[config.mk]
export PLATFORM = sky130hd
export DESIGN_NAME = dbus_arbiter_flat
export DESIGN_NICKNAME = d
export VERILOG_FILES = /design/src/rtl/dbus_arbiter_pkg.sv /design/src/rtl/dbus_arbiter_if.sv /design/src/rtl/dbus_arbiter_rr_picker.sv /design/src/rtl/dbus_arbiter.sv /design/src/flat_wrapper.sv
export SDC_FILE = /design/constraint.sdc
export NUM_CORES = 1
export LEC_CHECK = 0
export ABC_AREA = 1
export CAP_MARGIN = 15
export CELL_PAD_IN_SITES_DETAIL_PLACEMENT = 0
export CELL_PAD_IN_SITES_GLOBAL_PLACEMENT = 1
export CORE_AREA = 2 2 239 241
export CTS_CLUSTER_SIZE = 28
export DETAILED_ROUTE_END_ITERATION = 10
export DIE_AREA = 0 0 241 243
export PLACE_DENSITY = 0.67
export SLEW_MARGIN = 20
export SYNTH_ARGS = -nofsm -noshare
export SYNTH_HDL_FRONTEND = slang
export SYNTH_SLANG_ARGS = --single-unit
[constraint.sdc]
create_clock -name clk -period 2.4 [get_ports clk]
set_input_delay 0.48 -clock clk [delete_from_list [all_inputs] [get_ports clk]]
set_output_delay 0.48 -clock clk [all_outputs]
set_load 0.02 [all_outputs]
[src/rtl/dbus_arbiter_pkg.sv]
// Shared data-bus types and arbiter constants.
//   msize_t     : access size encoding (MSIZE1 is the all-zero value)
//   dbus_req_t  : valid/addr/size/strobe/data request toward memory
//   dbus_resp_t : addr_ok/data_ok/data response from memory
package dbus_arbiter_pkg;

  localparam int DBUS_ARB_MAX_REQ = 8;

  typedef enum logic [2:0] {
    MSIZE1 = 3'd0,
    MSIZE2 = 3'd1,
    MSIZE4 = 3'd2,
    MSIZE8 = 3'd3
  } msize_t;

  typedef struct packed {
    logic        valid;
    logic [63:0] addr;
    msize_t      size;
    logic [7:0]  strobe;
    logic [63:0] data;
  } dbus_req_t;

  typedef struct packed {
    logic        addr_ok;
    logic        data_ok;
    logic [63:0] data;
  } dbus_resp_t;

endpackage

[src/rtl/dbus_arbiter_if.sv]
// Bundle of the arbiter's bus-side signals.
//   ireq/iresp : per-requester request in / response out
//   oreq/oresp : shared dbus request out / response in
//   busy       : transaction outstanding on oreq
//   grant_idx  : current owner (meaningful while busy)
// Modports: slave = the arbiter, master = requesters plus memory side.
interface dbus_arbiter_if #(
  parameter int NREQ = 2
);
  import dbus_arbiter_pkg::*;

  localparam int IDX_W = $clog2(NREQ);

  dbus_req_t  [NREQ-1:0] ireq;
  dbus_resp_t [NREQ-1:0] iresp;
  dbus_req_t             oreq;
  dbus_resp_t            oresp;
  logic                  busy;
  logic [IDX_W-1:0]      grant_idx;

  modport slave (
    input  ireq, oresp,
    output iresp, oreq, busy, grant_idx
  );

  modport master (
    output ireq, oresp,
    input  iresp, oreq, busy, grant_idx
  );
endinterface

[src/rtl/dbus_arbiter_rr_picker.sv]
// Combinational winner picker.
//   req : request vector, ptr : first index to search from
//   any : some request present, idx : winning index
// Default: rotating priority starting at ptr, wrapping N-1 -> 0.
// With DBUS_ARB_FIXED_PRIO_EN defined: lowest index wins and ptr is ignored.
module dbus_arbiter_rr_picker #(
  parameter  int N  = 2,
  localparam int IW = $clog2(N)
) (
  input  logic [N-1:0]  req,
  input  logic [IW-1:0] ptr,
  output logic          any,
  output logic [IW-1:0] idx
);

`ifdef DBUS_ARB_FIXED_PRIO_EN
  logic unused_ptr;
  assign unused_ptr = ^ptr;

  always_comb begin
    any = |req;
    idx = '0;
    // Descending scan so the lowest set index is the last write.
    for (int i = N - 1; i >= 0; i--) begin
      if (req[i]) idx = IW'(i);
    end
  end
`else
  always_comb begin
    int              j;
    logic [IW-1:0]   jj;
    any = |req;
    idx = '0;
    j   = 0;
    jj  = '0;
    // Scan offsets from farthest to nearest so the first index at/after ptr wins.
    for (int off = N - 1; off >= 0; off--) begin
      j = int'(ptr) + off;
      if (j >= N) j = j - N;
      jj = IW'(j);
      if (req[jj]) idx = jj;
    end
  end
`endif

endmodule

[src/rtl/dbus_arbiter.sv]
// Shares one data bus between NREQ requesters, one whole transaction
// (valid .. data_ok) at a time. The winner's request is latched and replayed
// on oreq until data_ok; the response is routed to the winner only.
//   clk, reset : clock, synchronous active-high reset
//   bus        : dbus_arbiter_if.slave (ireq/iresp/oreq/oresp/busy/grant_idx)
// Config macro: DBUS_ARB_FIXED_PRIO_EN selects fixed lowest-index priority
// instead of round-robin.
module dbus_arbiter
  import dbus_arbiter_pkg::*;
#(
  parameter int NREQ = 2
) (
  input  logic          clk,
  input  logic          reset,
  dbus_arbiter_if.slave bus
);

  localparam int IDX_W = $clog2(NREQ);

  typedef enum logic {IDLE, BUSY} arb_state_t;

  arb_state_t       state_q, state_d;
  dbus_req_t        req_q, req_d;
  logic [IDX_W-1:0] gidx_q, gidx_d;
  logic             busy_q, busy_d;
  logic [IDX_W-1:0] rr_q, rr_d;

  logic [NREQ-1:0]  valid_vec;
  logic             pick_any;
  logic [IDX_W-1:0] pick_idx;
  dbus_resp_t [NREQ-1:0] iresp_c;

  always_comb begin
    for (int i = 0; i < NREQ; i++) valid_vec[i] = bus.ireq[i].valid;
  end

  dbus_arbiter_rr_picker #(.N(NREQ)) u_pick (
    .req (valid_vec),
    .ptr (rr_q),
    .any (pick_any),
    .idx (pick_idx)
  );

  always_ff @(posedge clk) begin
    if (reset) begin
      state_q <= IDLE;
      req_q   <= '0;
      gidx_q  <= '0;
      busy_q  <= 1'b0;
      rr_q    <= '0;
    end else begin
      state_q <= state_d;
      req_q   <= req_d;
      gidx_q  <= gidx_d;
      busy_q  <= busy_d;
      rr_q    <= rr_d;
    end
  end

  always_comb begin
    state_d = state_q;
    req_d   = req_q;
    gidx_d  = gidx_q;
    busy_d  = busy_q;
    rr_d    = rr_q;
    case (state_q)
      IDLE: begin
        if (pick_any) begin
          req_d   = bus.ireq[pick_idx];
          gidx_d  = pick_idx;
          busy_d  = 1'b1;
          state_d = BUSY;
        end
      end
      BUSY: begin
        if (bus.oresp.data_ok) begin
          state_d = IDLE;
          busy_d  = 1'b0;
          // Clear the whole latch so oreq is all-zero while idle.
          req_d   = '0;
`ifdef DBUS_ARB_FIXED_PRIO_EN
          rr_d    = '0;
`else
          rr_d    = (gidx_q == IDX_W'(NREQ - 1)) ? '0 : gidx_q + IDX_W'(1);
`endif
        end
      end
      default: state_d = IDLE;
    endcase
  end

  // Response goes to the owner only; idle-time responses are dropped.
  always_comb begin
    for (int i = 0; i < NREQ; i++) begin
      iresp_c[i] = '0;
      if (state_q == BUSY && gidx_q == IDX_W'(i)) iresp_c[i] = bus.oresp;
    end
  end

  assign bus.iresp     = iresp_c;
  assign bus.oreq      = (state_q == BUSY) ? req_q : '0;
  assign bus.busy      = busy_q;
  assign bus.grant_idx = gidx_q;

endmodule
[src/flat_wrapper.sv]
// flat-port wrapper written by rule: the top's interface ports become plain ports
module dbus_arbiter_flat import dbus_arbiter_pkg::*;
#(
  parameter int NREQ = 2
)
  (clk, reset, bus_ireq, bus_oresp, bus_iresp, bus_oreq, bus_busy, bus_grant_idx);
  dbus_arbiter_if #(.NREQ(NREQ)) bus_i ();
  input  logic clk;
  input  logic reset;
  input wire logic [$bits(bus_i.ireq)-1:0] bus_ireq;
  input wire logic [$bits(bus_i.oresp)-1:0] bus_oresp;
  output wire logic [$bits(bus_i.iresp)-1:0] bus_iresp;
  output wire logic [$bits(bus_i.oreq)-1:0] bus_oreq;
  output wire logic [$bits(bus_i.busy)-1:0] bus_busy;
  output wire logic [$bits(bus_i.grant_idx)-1:0] bus_grant_idx;
  assign bus_i.ireq = bus_ireq;
  assign bus_i.oresp = bus_oresp;
  assign bus_iresp = bus_i.iresp;
  assign bus_oreq = bus_i.oreq;
  assign bus_busy = bus_i.busy;
  assign bus_grant_idx = bus_i.grant_idx;
  dbus_arbiter #(.NREQ(NREQ)) u_core (.clk(clk), .reset(reset), .bus(bus_i));
endmodule
* Yosys cells after proc, flatten, opt, wreduce, memory -nomap -nowiden
Index checks and enable logic that the tools add are counted.
Widths: inputs -> output; s select.
** Word-level totals
- Bits in registers :: 144
- Output and inout port bits :: 274
** Operators by class
- Add/sub/neg operators :: 4
- $lt $le $gt $ge :: 5
- Eq/ne operators :: 2
- Muxes and demuxes :: 23
- Bitwise gates (word level) :: 2
- Reduce and logical (&&, ||, !) cells :: 6
** Operators with widths (number)
- $mux 140 :: 5
- $pmux 140 s2 :: 1
- $mux 66 :: 2
- $mux 1 :: 13
- $lt 1x2->1 const B :: 3
- $reduce_and 2->1 :: 3
- $pmux 1 s2 :: 2
- $add 1x1->2 const B :: 1
- $ge 1x2->1 const B :: 1
- $ge 2x2->1 const B :: 1
- $logic_and 1x1->1 :: 2
- $ne 2x1->1 const B :: 1
- $ne 2x2->1 const B :: 1
- $not 1->1 :: 2
- $reduce_or 2->1 :: 1
- $sub 1x1->1 const B :: 2
- $add 1x1->1 const B :: 1

* Logic depth before layout (Yosys ltp)
Gate-level depths: netlist of run 1.
- Depth in word-level cells :: 11
- Gate-level depth with buffers :: 8

* Cells and area by module
A second synthesis of run 1 with hierarchy kept.
** Second synthesis, totals
- Cells, all modules :: 1670
- Area total of the unflattened synthesis :: 9263.9 um2
** By module, submodules not included
- dbus_arbiter :: times used 1, cells each 1666, area each 9245.1 um2, seq. area each 2882.8 um2
- dbus_arbiter_rr_picker :: times used 1, cells each 4, area each 18.8 um2, seq. area each 0.0 um2

* Worst setup path after synthesis of run 1
OpenSTA, ideal clock, no wires.
- Path kind :: reg-to-output
- Start :: reg u_core.state_q
- End :: out bus_iresp[14]
- Arrival time :: 1391 ps
- Data required time :: 1920 ps
- Setup slack :: 529 ps
- Stages on the path, launching flop included :: 7
- Path buffers :: 3
- Cells stage by stage :: dfxtp_1 buf_2 inv_2 or2_2 buf_2 buf_2 nor2_1
** Between the ends
- Longest elaborated chain between the ends :: 2
** RTL lines
- start, declared :: RTL line dbus_arbiter.sv:22 : arb_state_t state_q, state_d;
- start signal, assigned :: RTL line dbus_arbiter.sv:52 : state_q <= state_d;
- $logic_and 1x1->1 :: RTL line dbus_arbiter.sv:96 : if (state_q == BUSY && gidx_q == IDX_W'(i)) iresp_c[i] = bus.oresp;
- $mux 66 :: RTL line dbus_arbiter.sv:96
- end, declared :: RTL line flat_wrapper.sv:12 : output wire logic [$bits(bus_i.iresp)-1:0] bus_iresp;
Every way passes these cells.

* Worst setup path after layout of run 1
- Start :: reg u_core.state_q
- End :: out bus_iresp[19]
Same word-level chain as after synthesis.

==> reports/results.txt, run 1 <==
Number of global-route vias before repair -> 12300
Synth area leader -> dfxtp_1
Status -> complete, no violations
Postcts setup bufs -> 0
Cts hold-fix bufs -> 0
Worst path slowest cell -> dfxtp_4
Critical Path AT -> 1830 ps
Nets -> 2654
DIE AREA -> 0.0586 mm^2
WL/cell -> 16.4 um
Die W -> 241 um
Critical path's largest stage delay -> 380 ps
MaxCap Viol Count -> 0
Floorplan row count -> 87
Port bufs -> 621
Num ports -> 622
Cts bufs inserted -> 17
Maximum number of pins on one net before global-route repair -> 143
Drt pass-1 iters -> 5
Top layer in use -> met5
Final Hold Fails -> 0
Crit. End Element -> output port
WP data required -> 1920 ps
Overall power -> 8.03 mW
Yosys cell types -> 14
ANT nets after route -> 0
Clk sinks -> 144
Global-route wire length before repair -> 74400 um
CTS tree -> done
FF+latch count, synth -> 144
Crit path launch type -> flip-flop
Clock Pin Slew Worst Setup and Hold Paths -> 60 ps
Core region area -> 0.0560 mm^2
H-tree depth -> 4
Met2 routed WL -> 24500 um
Kind of critical path -> flip-flop to output port
Worst hold start -> u_core.bus.busy
Drt via density -> 4.10
Crit path from -> u_core.state_q
Top post-synthesis cells by area -> dfxtp_1 30%, nand3_1 22%, inv_1 19%
Crit share post-route -> 96.0%
Clock skew -> 10.1 ps
Layout area overhead -> 75.7%
Grt ovf -> 0
RSZ-0062 raised after global routing -> no
Max clock buf depth -> 2
Post-synthesis sequential area ratio -> 29.7%
Synthesis warning total -> 0
Ys flop type -> dfxtp_1
DR DRC count -> 0
Tmin final -> 2310 ps
Worst slew margin -> 44.1%
Fraction of layout cells with a size suffix above 1 -> 7.94%
Post-synthesis cell area -> 0.00972 mm^2
Initial antenna violation count -> 1
Post-synth EDFFs -> 0
Wire length on met3 -> 2850 um
Max-slew violation count -> 0
Wl on met1 -> 22000 um
GPL Wtd Cong -> 0.942
Final setup fails -> 0
DR iter-0 viols -> 682
Post-synth top area share -> 29.7%
Ys async rst share -> 0%
Worst hold path type -> flip-flop to flip-flop
Maximum vdd ir drop -> 532 uV
Post-layout util -> 30.5%
Lkg Pwr -> 9.85 nW
CP Cell Sequence -> inv_2 > or2_4 > nor2_2 > dlygate4sd2_1
Worst-skew pair later-pin latency -> 480 ps
Fmax -> 0.434 GHz
R2r startpoint -> u_core.state_q
CP top delay family -> simple AND/OR/NAND/NOR gates
Syn Nets -> 2099
Avg Cell Area, Syn -> 5.55 um^2
DR vias -> 12600
Total GRT Usage -> 16.7%
Slew @ Worst Pin -> 839 ps
Initial core utilization -> 17.4%
Post-DP HPWL -> 37100 um
Post-Syn Instances -> 1751
Root Driver -> clkbuf_16
Pwr Density -> 470 mW/mm^2
Die Ht -> 243 um
Worst path bufs/invs -> 2
Total wire length -> 50300 um
Crit Path Max Fanout -> 21
[final timing paths]
kind                      end  slack, ps  cells after the start
min reg2reg   u_core.bus.busy        470                      2
min           u_core.bus.busy        470                      2
max             bus_iresp[19]         90                      4
max reg2reg  u_core.req_q[75]        400                      6
[flip-flops by register name (all words and copies together), names as in the netlist]
name / cells
u_core.rr_q: 1
u_core.bus.busy: 1
u_core.req_q: 140
u_core.state_q: 1
u_core.bus.grant_idx: 1
[synth_stat cells, types with 2 or more instances]
library cell / n
clkbuf_1: 65
buf_2: 60
nand2_1: 286
buf_1: 10
dfxtp_1: 144
buf_4: 2
nor2_1: 133
inv_1: 485
a21oi_1: 143
nand3_1: 418
inv_2: 2
[worst register-to-register path, delay by kind of cell (launching register included)]
kind / cells / cell delay, ps
and+or+nand+nor: 2 / 480
DFF: 1 / 360
buffers and inverters: 3 / 930
AOI/OAI and AO/OA: 1 / 170
[cell families (layout without fill, tap and decap cells)]
family / count (synthesis) / after routing / share of synthesized area (%)
other: 0 / 1 / 0
buffers and inverters: 624 / 1191 / 25.0
DFF: 144 / 144 / 29.7
and+or+nand+nor: 838 / 838 / 37.8
AOI/OAI and AO/OA: 145 / 145 / 7.61
[stage by stage]
stage          setup WS, ps  setup TNS (ps)  instance area (um^2)  hold WS, ps  cells
3_5_place_dp          -32.6           -32.6                 16900          463   3040
5_1_grt                3.81               0                 17100          495   3074
6_report               94.9               0                 17100          466   3075
3_3_place_gp          -28.1           -28.1                 16900          458   3040
2_1_floorplan           529               0                  9720          444   1751
4_1_cts               -97.4            -119                 17300          473   3074
[where the power goes]
part / switching [mW] / leakage (nW) / internal, mW
logic: 1.45 / 8.38 / 1.17
registers: 0.108 / 1.19 / 2.61
clock network: 1.13 / 0.279 / 1.57
[area by class of cell]
cell class | count | area, um^2
Fill cell | 6401 | 38900
Timing Repair Buffer | 673 | 6390
Multi-Input combinational cell | 983 | 4450
Sequential cell | 144 | 2890
Inverter | 487 | 1830
Tap cell | 756 | 946
Clock buffer | 21 | 460
Clock inverter | 10 | 113
Antenna cell | 1 | 2.50
[cell usage in the layout, fill, tap and decap left out, drive strengths merged, types with 6 or more instances in the layout]
cell	synthesis	layout
nor2	133	133
inv	487	487
buf	72	58
dfxtp	144	144
a21oi	143	143
dlygate4sd2	0	158
nand3	418	418
clkdlybuf4s50	0	347
clkinv	0	6
nand2	286	286
clkdlybuf4s15	0	34
clkbuf	65	95
[layer usage]
layer,track usage (%),vias to the layer above
li1,-,6329
met1,21.0,5863
met2,28.3,369
met3,3.57,50
met4,5.05,2
met5,0,-
[repair_timing]
action,in CTS,in global routing
gates cloned,3,0
setup endpoints to repair,268,109
resized for setup,321,158
Note: power is estimated with default switching activity, not from simulation.
==> run 2: changes to the inputs <==
--- a/config.mk
+++ b/config.mk
@@ -6,7 +6,7 @@
 export NUM_CORES = 1
 export LEC_CHECK = 0
 export ABC_AREA = 1
-export CAP_MARGIN = 15
+export CAP_MARGIN = 20
 export CELL_PAD_IN_SITES_DETAIL_PLACEMENT = 0
 export CELL_PAD_IN_SITES_GLOBAL_PLACEMENT = 1
 export CORE_AREA = 2 2 239 241
==> results of run 2 <==
Same layout as run 1: the final DEF is identical, and so are final timing and power.
